### config.mk
export PLATFORM = sky130hd
export DESIGN_NAME = axi_rt_cfg_sequencer
export DESIGN_NICKNAME = d
export VERILOG_FILES = /design/src/rtl/axi_rt_cfg_sequencer.sv
export SDC_FILE = /design/constraint.sdc
export NUM_CORES = 1
export LEC_CHECK = 0
export ABC_AREA = 1
export CAP_MARGIN = 20
export CORE_AREA = 5 5 243 245
export DETAILED_ROUTE_END_ITERATION = 8
export DIE_AREA = 0 0 248 250
export PLACE_DENSITY_LB_ADDON = 0.3
export SLEW_MARGIN = 20
export SYNTH_ARGS = -nofsm -noshare
export SYNTH_HDL_FRONTEND = slang
export SYNTH_SLANG_ARGS = --single-unit
### constraint.sdc
create_clock -name clk_i -period 3.9 [get_ports clk_i]
set_clock_uncertainty 0.1 [all_clocks]
set_input_delay 0.78 -clock clk_i [delete_from_list [all_inputs] [get_ports clk_i]]
set_output_delay 0.78 -clock clk_i [all_outputs]
set_load 0.05 [all_outputs]
### src/rtl/axi_rt_cfg_sequencer.sv
// Register-bus initiator that writes a parameter-sized table into the RT unit config port and can read it back to verify.
// One request is in flight at a time; timeouts, bus errors and read-back mismatches end the sequence.
module axi_rt_cfg_sequencer #(
   parameter int unsigned NumEntries    = 8,
   parameter int unsigned AddrWidth     = 32,
   parameter bit          VerifyEn      = 1'b1,
   parameter int unsigned TimeoutCycles = 256,
   localparam int unsigned IdxW = (NumEntries > 1) ? $clog2(NumEntries) : 1
) (
   input  logic                            clk_i,
   input  logic                            rst_ni,
   input  logic                            start_i,
   input  logic [NumEntries*AddrWidth-1:0] tbl_addr_i,
   input  logic [NumEntries*32-1:0]        tbl_data_i,
   input  logic [NumEntries-1:0]           tbl_en_i,
   output logic [AddrWidth-1:0]            cfg_addr_o,
   output logic [31:0]                     cfg_wdata_o,
   output logic [3:0]                      cfg_wstrb_o,
   output logic                            cfg_write_o,
   output logic                            cfg_valid_o,
   input  logic [31:0]                     cfg_rdata_i,
   input  logic                            cfg_error_i,
   input  logic                            cfg_ready_i,
   output logic                            busy_o,
   output logic                            done_o,
   output logic                            error_o,
   output logic [IdxW-1:0]                 err_idx_o,
   output logic [1:0]                      err_code_o
);

   localparam int unsigned TW = $clog2(TimeoutCycles + 1);

   typedef enum logic [1:0] {IDLE, WR_REQ, RD_REQ, FINISH} state_e;

   state_e               state_q;
   logic [IdxW-1:0]      idx_q;
   logic [TW-1:0]        tmo_q;
   logic [AddrWidth-1:0] addr_q;
   logic [31:0]          wdata_q;
   logic [3:0]           wstrb_q;
   logic                 write_q, valid_q, busy_q, done_q, error_q;
   logic [IdxW-1:0]      err_idx_q;
   logic [1:0]           err_code_q;

   logic                 first_vld, nxt_vld;
   logic [IdxW-1:0]      first_idx, nxt_idx, sel_idx;
   logic [AddrWidth-1:0] cur_addr;
   logic [31:0]          cur_data;

   // In IDLE the first request is launched straight from the first enabled entry.
   assign sel_idx = (state_q == IDLE) ? first_idx : idx_q;

   always_comb begin
      first_vld = 1'b0;
      first_idx = '0;
      nxt_vld   = 1'b0;
      nxt_idx   = '0;
      cur_addr  = '0;
      cur_data  = '0;
      for (int unsigned i = 0; i < NumEntries; i++) begin
         if (tbl_en_i[i] && !first_vld) begin
            first_vld = 1'b1;
            first_idx = IdxW'(i);
         end
         if (tbl_en_i[i] && !nxt_vld && (IdxW'(i) > idx_q)) begin
            nxt_vld = 1'b1;
            nxt_idx = IdxW'(i);
         end
         if (sel_idx == IdxW'(i)) begin
            cur_addr = tbl_addr_i[i*AddrWidth +: AddrWidth];
            cur_data = tbl_data_i[i*32 +: 32];
         end
      end
   end

   always_ff @(posedge clk_i) begin
      if (!rst_ni) begin
         state_q    <= IDLE;
         idx_q      <= '0;
         tmo_q      <= '0;
         addr_q     <= '0;
         wdata_q    <= '0;
         wstrb_q    <= '0;
         write_q    <= 1'b0;
         valid_q    <= 1'b0;
         busy_q     <= 1'b0;
         done_q     <= 1'b0;
         error_q    <= 1'b0;
         err_idx_q  <= '0;
         err_code_q <= 2'b00;
      end else begin
         done_q <= 1'b0;
         case (state_q)
            IDLE: begin
               if (start_i) begin
                  error_q    <= 1'b0;
                  err_idx_q  <= '0;
                  err_code_q <= 2'b00;
                  busy_q     <= 1'b1;
                  tmo_q      <= '0;
                  idx_q      <= first_idx;
                  if (first_vld) begin
                     state_q <= WR_REQ;
                     valid_q <= 1'b1;
                     write_q <= 1'b1;
                     addr_q  <= cur_addr;
                     wdata_q <= cur_data;
                     wstrb_q <= 4'hF;
                  end else begin
                     state_q <= FINISH;
                  end
               end
            end
            WR_REQ, RD_REQ: begin
               if (!valid_q) begin
                  valid_q <= 1'b1;
                  write_q <= (state_q == WR_REQ);
                  addr_q  <= cur_addr;
                  wdata_q <= (state_q == WR_REQ) ? cur_data : 32'h0;
                  wstrb_q <= (state_q == WR_REQ) ? 4'hF : 4'h0;
               end else if (cfg_ready_i) begin
                  valid_q <= 1'b0;
                  tmo_q   <= '0;
                  if (cfg_error_i) begin
                     error_q    <= 1'b1;
                     err_code_q <= 2'b01;
                     err_idx_q  <= idx_q;
                     state_q    <= FINISH;
                  end else if (state_q == RD_REQ && cfg_rdata_i != cur_data) begin
                     error_q    <= 1'b1;
                     err_code_q <= 2'b10;
                     err_idx_q  <= idx_q;
                     state_q    <= FINISH;
                  end else if (nxt_vld) begin
                     idx_q <= nxt_idx;
                  end else if (state_q == WR_REQ && VerifyEn) begin
                     state_q <= RD_REQ;
                     idx_q   <= first_idx;
                  end else begin
                     state_q <= FINISH;
                  end
               end else if (tmo_q == TW'(TimeoutCycles - 1)) begin
                  // Saturate at the limit so the counter can never wrap.
                  tmo_q      <= TW'(TimeoutCycles);
                  valid_q    <= 1'b0;
                  error_q    <= 1'b1;
                  err_code_q <= 2'b11;
                  err_idx_q  <= idx_q;
                  state_q    <= FINISH;
               end else begin
                  tmo_q <= tmo_q + TW'(1);
               end
            end
            FINISH: begin
               done_q  <= 1'b1;
               busy_q  <= 1'b0;
               state_q <= IDLE;
            end
            default: state_q <= IDLE;
         endcase
      end
   end

   assign cfg_addr_o  = addr_q;
   assign cfg_wdata_o = wdata_q;
   assign cfg_wstrb_o = wstrb_q;
   assign cfg_write_o = write_q;
   assign cfg_valid_o = valid_q;
   assign busy_o      = busy_q;
   assign done_o      = done_q;
   assign error_o     = error_q;
   assign err_idx_o   = err_idx_q;
   assign err_code_o  = err_code_q;

endmodule
==> results.json <==
{
  "maxCapViolCount": 0,
  "path_delay_family": "simple AND/OR/NAND/NOR gates",
  "yosysWarnings": 0,
  "drt_iter0_drc": 645,
  "vias_per_cell": 4.534,
  "hold_path_class": "flip-flop to flip-flop",
  "cts_tree": "yes",
  "cp_data_arrival_time_ns": 3.93,
  "synth_cell_types": 44,
  "worst_pin_slew_ns": 0.9436,
  "layout_setup_ws_ns": 0.1839,
  "cts.reportedPaths.clkPinSlew_ns": 0.07,
  "initial_core_util": 0.1504,
  "synth-edff-count": 0,
  "portBuffers": 634,
  "setup_viol": 0,
  "gp_congestion": 0.9649,
  "ctsHoldBuffers": 0,
  "drive_above_1_share": 0.1286,
  "finalCritPeriodShare": 0.9528,
  "p_leak_nw": 7.255,
  "final-hold-violation-count": 0,
  "antenna_found_initial": 9,
  "cts_buffer_depth": 2,
  "tns_ns": 0,
  "synth_commonest_cells": "nand2_1 (417), a21oi_1 (164), inv_1 (151), nand4_1 (131), nand3_1 (117)",
  "ys_top_cells_by_area": "dfxtp_1 (21%), nand2_1 (18%), a21oi_1 (9.6%)",
  "worst-path-max-fanout": 16,
  "wl_per_cell_um": 22.96,
  "place_ws_ns": -0.8670,
  "end_kind": "flip-flop",
  "finalCriticalPeriod_ns": 3.716,
  "routed_wl_um": 68500,
  "io_pins": 635,
  "hpwl_um": 57150,
  "synthCells": 1504,
  "grt_max_degree": 53,
  "core_um2": 56920,
  "die_h_um": 250,
  "syn_area_per_cell_um2": 5.691,
  "worst_ir_drop_vdd_mv": 0.3583,
  "grt_overflow_total": 0,
  "ys_ff_latch": 88,
  "synth_ff_type": "dfxtp_1",
  "synth_area_um2": 8559,
  "area_growth_pct": 105.6,
  "cts_buffers": 9,
  "grt_usage": 0.2094,
  "holdWs_ns": 0.3689,
  "drtAntennaViolNets": 0,
  "drc": 0,
  "ys_seq_area_frac": 0.2058,
  "finalPower_w": 0.01147,
  "yosysTopAreaCellShare": 0.2058,
  "rows": 88,
  "worstPathBufferInverterCount": 3,
  "max_freq_mhz": 269.1,
  "cts_sinks": 88,
  "slew_headroom": 0.3661,
  "synthMostInstantiatedCell": "nand2_1",
  "fin_nets": 2777,
  "htree_num_levels": 3,
  "dr.pass1.iters": 5,
  "grt_pass1_wl_um": 95440,
  "clockRootBuffer": "clkbuf_16",
  "status": "finished, final reports clean",
  "startpoint_type": "input pin",
  "cp_slowest_cell": "nand4_1",
  "slowest_delay_ns": 0.31,
  "vias": 13530,
  "async_flop_share": 0,
  "slew_viol_final": 0,
  "dieArea_um2": 62000,
  "pwr_density_cell_nw_per_um2": 652.1,
  "insertion_delay_ns": 0.38,
  "synth_nets": 2069,
  "fp.dieW_um": 248,
  "critPathRequiredTime_ns": 4.12,
  "grt_pass1_vias": 13960,
  "synth_top_area_cell": "dfxtp_1",
  "critPathKind": "input pin to flip-flop"
}
[sequential cells by signal, summed over array words and instances (netlist names)]
| signal | flops |
|---|---|
| err_idx_o | 3 |
| error_o | 1 |
| tmo_q | 9 |
| idx_q | 3 |
| err_code_o | 2 |
| cfg_wstrb_o | 1 |
| cfg_wdata_o | 32 |
| busy_o | 1 |
| cfg_addr_o | 32 |
| done_o | 1 |
| cfg_valid_o | 1 |
| state_q | 2 |
[report_power, final]
group	internal (W)	total (W)	switching, W
Sequential	0.00126	0.00152	0.000259
Clock	0.000563	0.00100	0.000441
Combinational	0.00352	0.00895	0.00543
[worst paths after layout]
check | from | cells after the start | end | slack [ns]
worst max-delay path | tbl_en_i[2] | 26 | err_code_o[0]$_SDFFE_PN0P_ | 0.18
worst min-delay path | cfg_wdata_o[11]$_SDFFE_PN0P_ | 2 | cfg_wdata_o[11]$_SDFFE_PN0P_ | 0.37
worst max register to register | state_q[0]$_SDFFE_PN0P_ | 27 | err_code_o[0]$_SDFFE_PN0P_ | 0.29
worst min register to register | cfg_wdata_o[11]$_SDFFE_PN0P_ | 2 | cfg_wdata_o[11]$_SDFFE_PN0P_ | 0.37
[area by class of cell]
cell class | instances | area, um2
inverter | 159 | 608.1
fill | 6297 | 39330
timing repair buffer | 802 | 7926
tap | 765 | 957.2
sequential | 88 | 1764
multi-input combinational | 1152 | 6022
antenna | 1 | 2.502
clock buffer | 11 | 232.7
clock inverter | 5 | 81.33
[logic make-up (layout without fill, tap and decap cells)]
kind of cell / after synthesis / count (layout) / share of synthesized area
other: 0 / 1 / 0
DFF: 88 / 88 / 0.2058
AOI/OAI and AO/OA: 308 / 308 / 0.2044
adders and majority gates: 8 / 8 / 0.01169
and+or+nand+nor: 836 / 836 / 0.4472
buffers and inverters: 264 / 977 / 0.1310
[metal layers]
metal  vias up  routed length (um)  GRT usage
met4        14                2009    0.05913
met5         -                  75          0
met3        91                5703    0.06008
li1       6518                   -          -
met1      6317               24680     0.2188
met2       586               36040     0.4020
[cell usage in the layout (no fill, tap or decap), types with 7 or more instances in the layout]
cell type,Yosys,routed
a21oi_1,164,155
a21oi_2,0,7
a31oi_1,11,11
buf_12,0,20
buf_4,11,134
buf_6,6,12
clkbuf_16,0,9
clkdlybuf4s50_1,0,626
dfxtp_1,88,86
ha_1,8,8
inv_1,151,148
nand2_1,417,402
nand2_2,5,15
nand2_4,3,7
nand3_1,117,99
nand3_2,2,18
nand3b_1,7,7
nand4_1,131,131
nor2_1,97,87
nor2_2,3,8
nor3_1,11,11
o211ai_1,18,18
o21ai_0,47,46
o22ai_1,30,30
or2_0,7,7
or2_1,27,26
[per-stage QoR]
step	area, um2	utilization	instances
after floorplan	8559	-	1504
after global placement	16770	0.2945	2952
after detailed placement	16770	0.2945	2952
after CTS	17410	0.3059	2977
after global routing	17590	0.3090	2982
final	17590	0.3091	2983
[worst min-delay path, delay by kind of cell, from the launching register on]
family	cells	cell delay, ns
AO/OA/AOI/OAI	1	0.05
flip-flops	1	0.31
AND/OR/NAND/NOR	1	0.06
[repair_timing]
action | in CTS | in global routing
resized for setup | 67 | 57
cloned | 2 | 0
pin swaps | 35 | 34
endpoints found under the setup margin | 11 | 11
buffers inserted | 9 | 5
Power figures use the tool's default switching activity.
==> RTL change: new RTL, config.mk and constraints unchanged <==
Change the parameter `AddrWidth` from 32 to 40.
--- a/src/rtl/axi_rt_cfg_sequencer.sv
+++ b/src/rtl/axi_rt_cfg_sequencer.sv
@@ -3,5 +3,5 @@
 module axi_rt_cfg_sequencer #(
    parameter int unsigned NumEntries    = 8,
-   parameter int unsigned AddrWidth     = 32,
+   parameter int unsigned AddrWidth     = 40,
    parameter bit          VerifyEn      = 1'b1,
    parameter int unsigned TimeoutCycles = 256,
Interface: changed (resized cfg_addr_o and tbl_addr_i); port bits go from 635 to 707. No check against the original RTL was run, so the function may have changed too.
==> RTL change against the unedited design <==
Cell count is 7.3% higher. Sequential cell count up 8. Setup slack better by 11 ps. Cell area increased by 8.1%. Wire length increased by 12%. First-iteration DRC count rose by 40%. Power rose by 14%. Critical path type is now reg2reg. Global-route usage increased by 2.3 points. Synthesized area grew 7.8%.
==> RTL change: results (changes against the unedited design) <==
[synthesis]
netlist_instances=1638  ; +8.9%
synth_compound_area_share_pct=20.4  ; -0.034 points
synth_common_cells=nand2_1 (457), a21oi_1 (187), inv_1 (187)
synth_top_area_share_pct=20.8  ; +0.24 points
synthMuxAreaShare_pct=0.108  ; +0.11 points
synth_adder_area_share_pct=1.08  ; -0.085 points
synth_cell_type_count=38  ; -14%
synth.area.top_cells=dfxtp_1 (21%), nand2_1 (19%), a21oi_1 (10%)
synthesis.nets=2267  ; +9.6%

[routing]
wl_met3_mm=5.73  ; +0.44%
wl_met2_mm=39.6  ; +9.8%
first_pass_iters=7  ; +2
wl_per_cell_um=23.9  ; +4.0%
first_iter_violations=900  ; +40%
viasPerCell=4.66  ; +2.9%
m1WireLength_mm=28.4  ; +15%
vias=14900  ; +10%

[cells_and_area]
clock_area_share_pct=1.66  ; -0.13 points
diodes=9  ; +8
signal_buffers=887  ; +11%
area_growth_pct=106
n_all_inverters=194  ; +22%
fillers=6268  ; -0.46%
multi_input_cells=1233  ; +7.0%
drive_gt1_share_pct=11.6  ; -1.2 points
multi_input_area_mm2=0.00629  ; +4.5%
num-clock-buffers=10  ; -1

[global_routing]
use_met2_pct=43.5  ; +3.3 points
grt_util_met1_pct=25.5  ; +3.6 points
grt.total_usage_pct=23.2  ; +2.3 points
grt_use_met3_pct=5.27  ; -0.74 points
grt_max_degree=63  ; +19%

[hold_path]
holdCritStartpoint=tmo_q[4]
min_to=tmo_q[4]

[timing]
slew_headroom_pct=52.6  ; +16 points

[setup_path]
reg2reg_from=state_q[1]
critical_path_peak_fanout=11  ; -5
critPathMaxStageDelay_ps=390  ; +80 ps
crit_path_top_delay_cell=dfxtp_1
arrival_ps=3890  ; -40 ps
r2r_end=state_q[0]
reg2reg_slack_ps=190  ; -100 ps

[place]
port_buffers=706  ; +11%
placed_area_mm2=0.0182  ; +8.3%
dp_hpwl_mm=63.9  ; +12%
placedCellCount=3150  ; +6.7%

[power]
p_leak_nw=7.93  ; +9.2%
ir_worst_vdd_uv=270  ; -25%

[clock_tree]
clk_latency_ps=390

[status]
status=completed

RTL change: power groups by stage:
stage	combinational (mW)	clock, mW	sequential [mW]
2_1_floorplan	4.17	0	2.59
3_3_place_gp	9.98	0	1.56
3_5_place_dp	10.0	0	1.57
4_1_cts	10.4	1.07	1.55
5_1_grt	11.3	1.10	1.59
6_report	10.5	1.03	1.55
RTL change: cell families (layout without fill, tap and decap cells):
kind of cell / count (synthesis) / after routing
AO/OA/AOI/OAI: 338 / 338
adder cells (fa/ha/maj): 8 / 8
buffers and inverters: 309 / 1097
flip-flops: 96 / 96
multiplexers: 1 / 1
other: 0 / 9
AND/OR/NAND/NOR: 886 / 886
RTL change: worst reg2reg max path, cell delays in order (launching register included):
cell     delay (ps)
dfxtp_1         390
inv_1           140
ha_1            310
buf_4           210
nand3_1         130
nand2_4          80
buf_4           170
nor3_4          300
buf_12          180
inv_2           110
or2_0           300
nand2_1         130
nand2_1          70
nand2_1          60
nand3_1          70
nor2_1          110
nand2_1         100
nor2_2          140
nand2_4         100
nand2_4         110
nand2_2          60
nand2_2          80
nand2_1          60
nand2_1          70
nor2_1           40
RTL change: timing repair:
| action | CTS | global route |
|---|---|---|
| buffers inserted | 18 | 4 |
| setup endpoints to repair | 12 | 14 |
| resized for setup | 47 | 52 |
| hold endpoints to repair | 0 | 0 |
| gates cloned | 2 | 1 |
| pin swaps | 32 | 30 |
RTL change: worst max-delay path by stage:
stage                      startpoint            end  slack, ps  cells past startpoint
after floorplan           tbl_en_i[0]  err_code_o[0]        610                     23
after global placement    tbl_en_i[2]  err_code_o[0]       -750                     26
after detailed placement  tbl_en_i[2]   err_idx_o[1]       -770                     26
after CTS                 tbl_en_i[1]     state_q[0]          6                     32
after global routing       state_q[1]     state_q[1]          8                     24
final                      state_q[1]     state_q[0]        190                     24
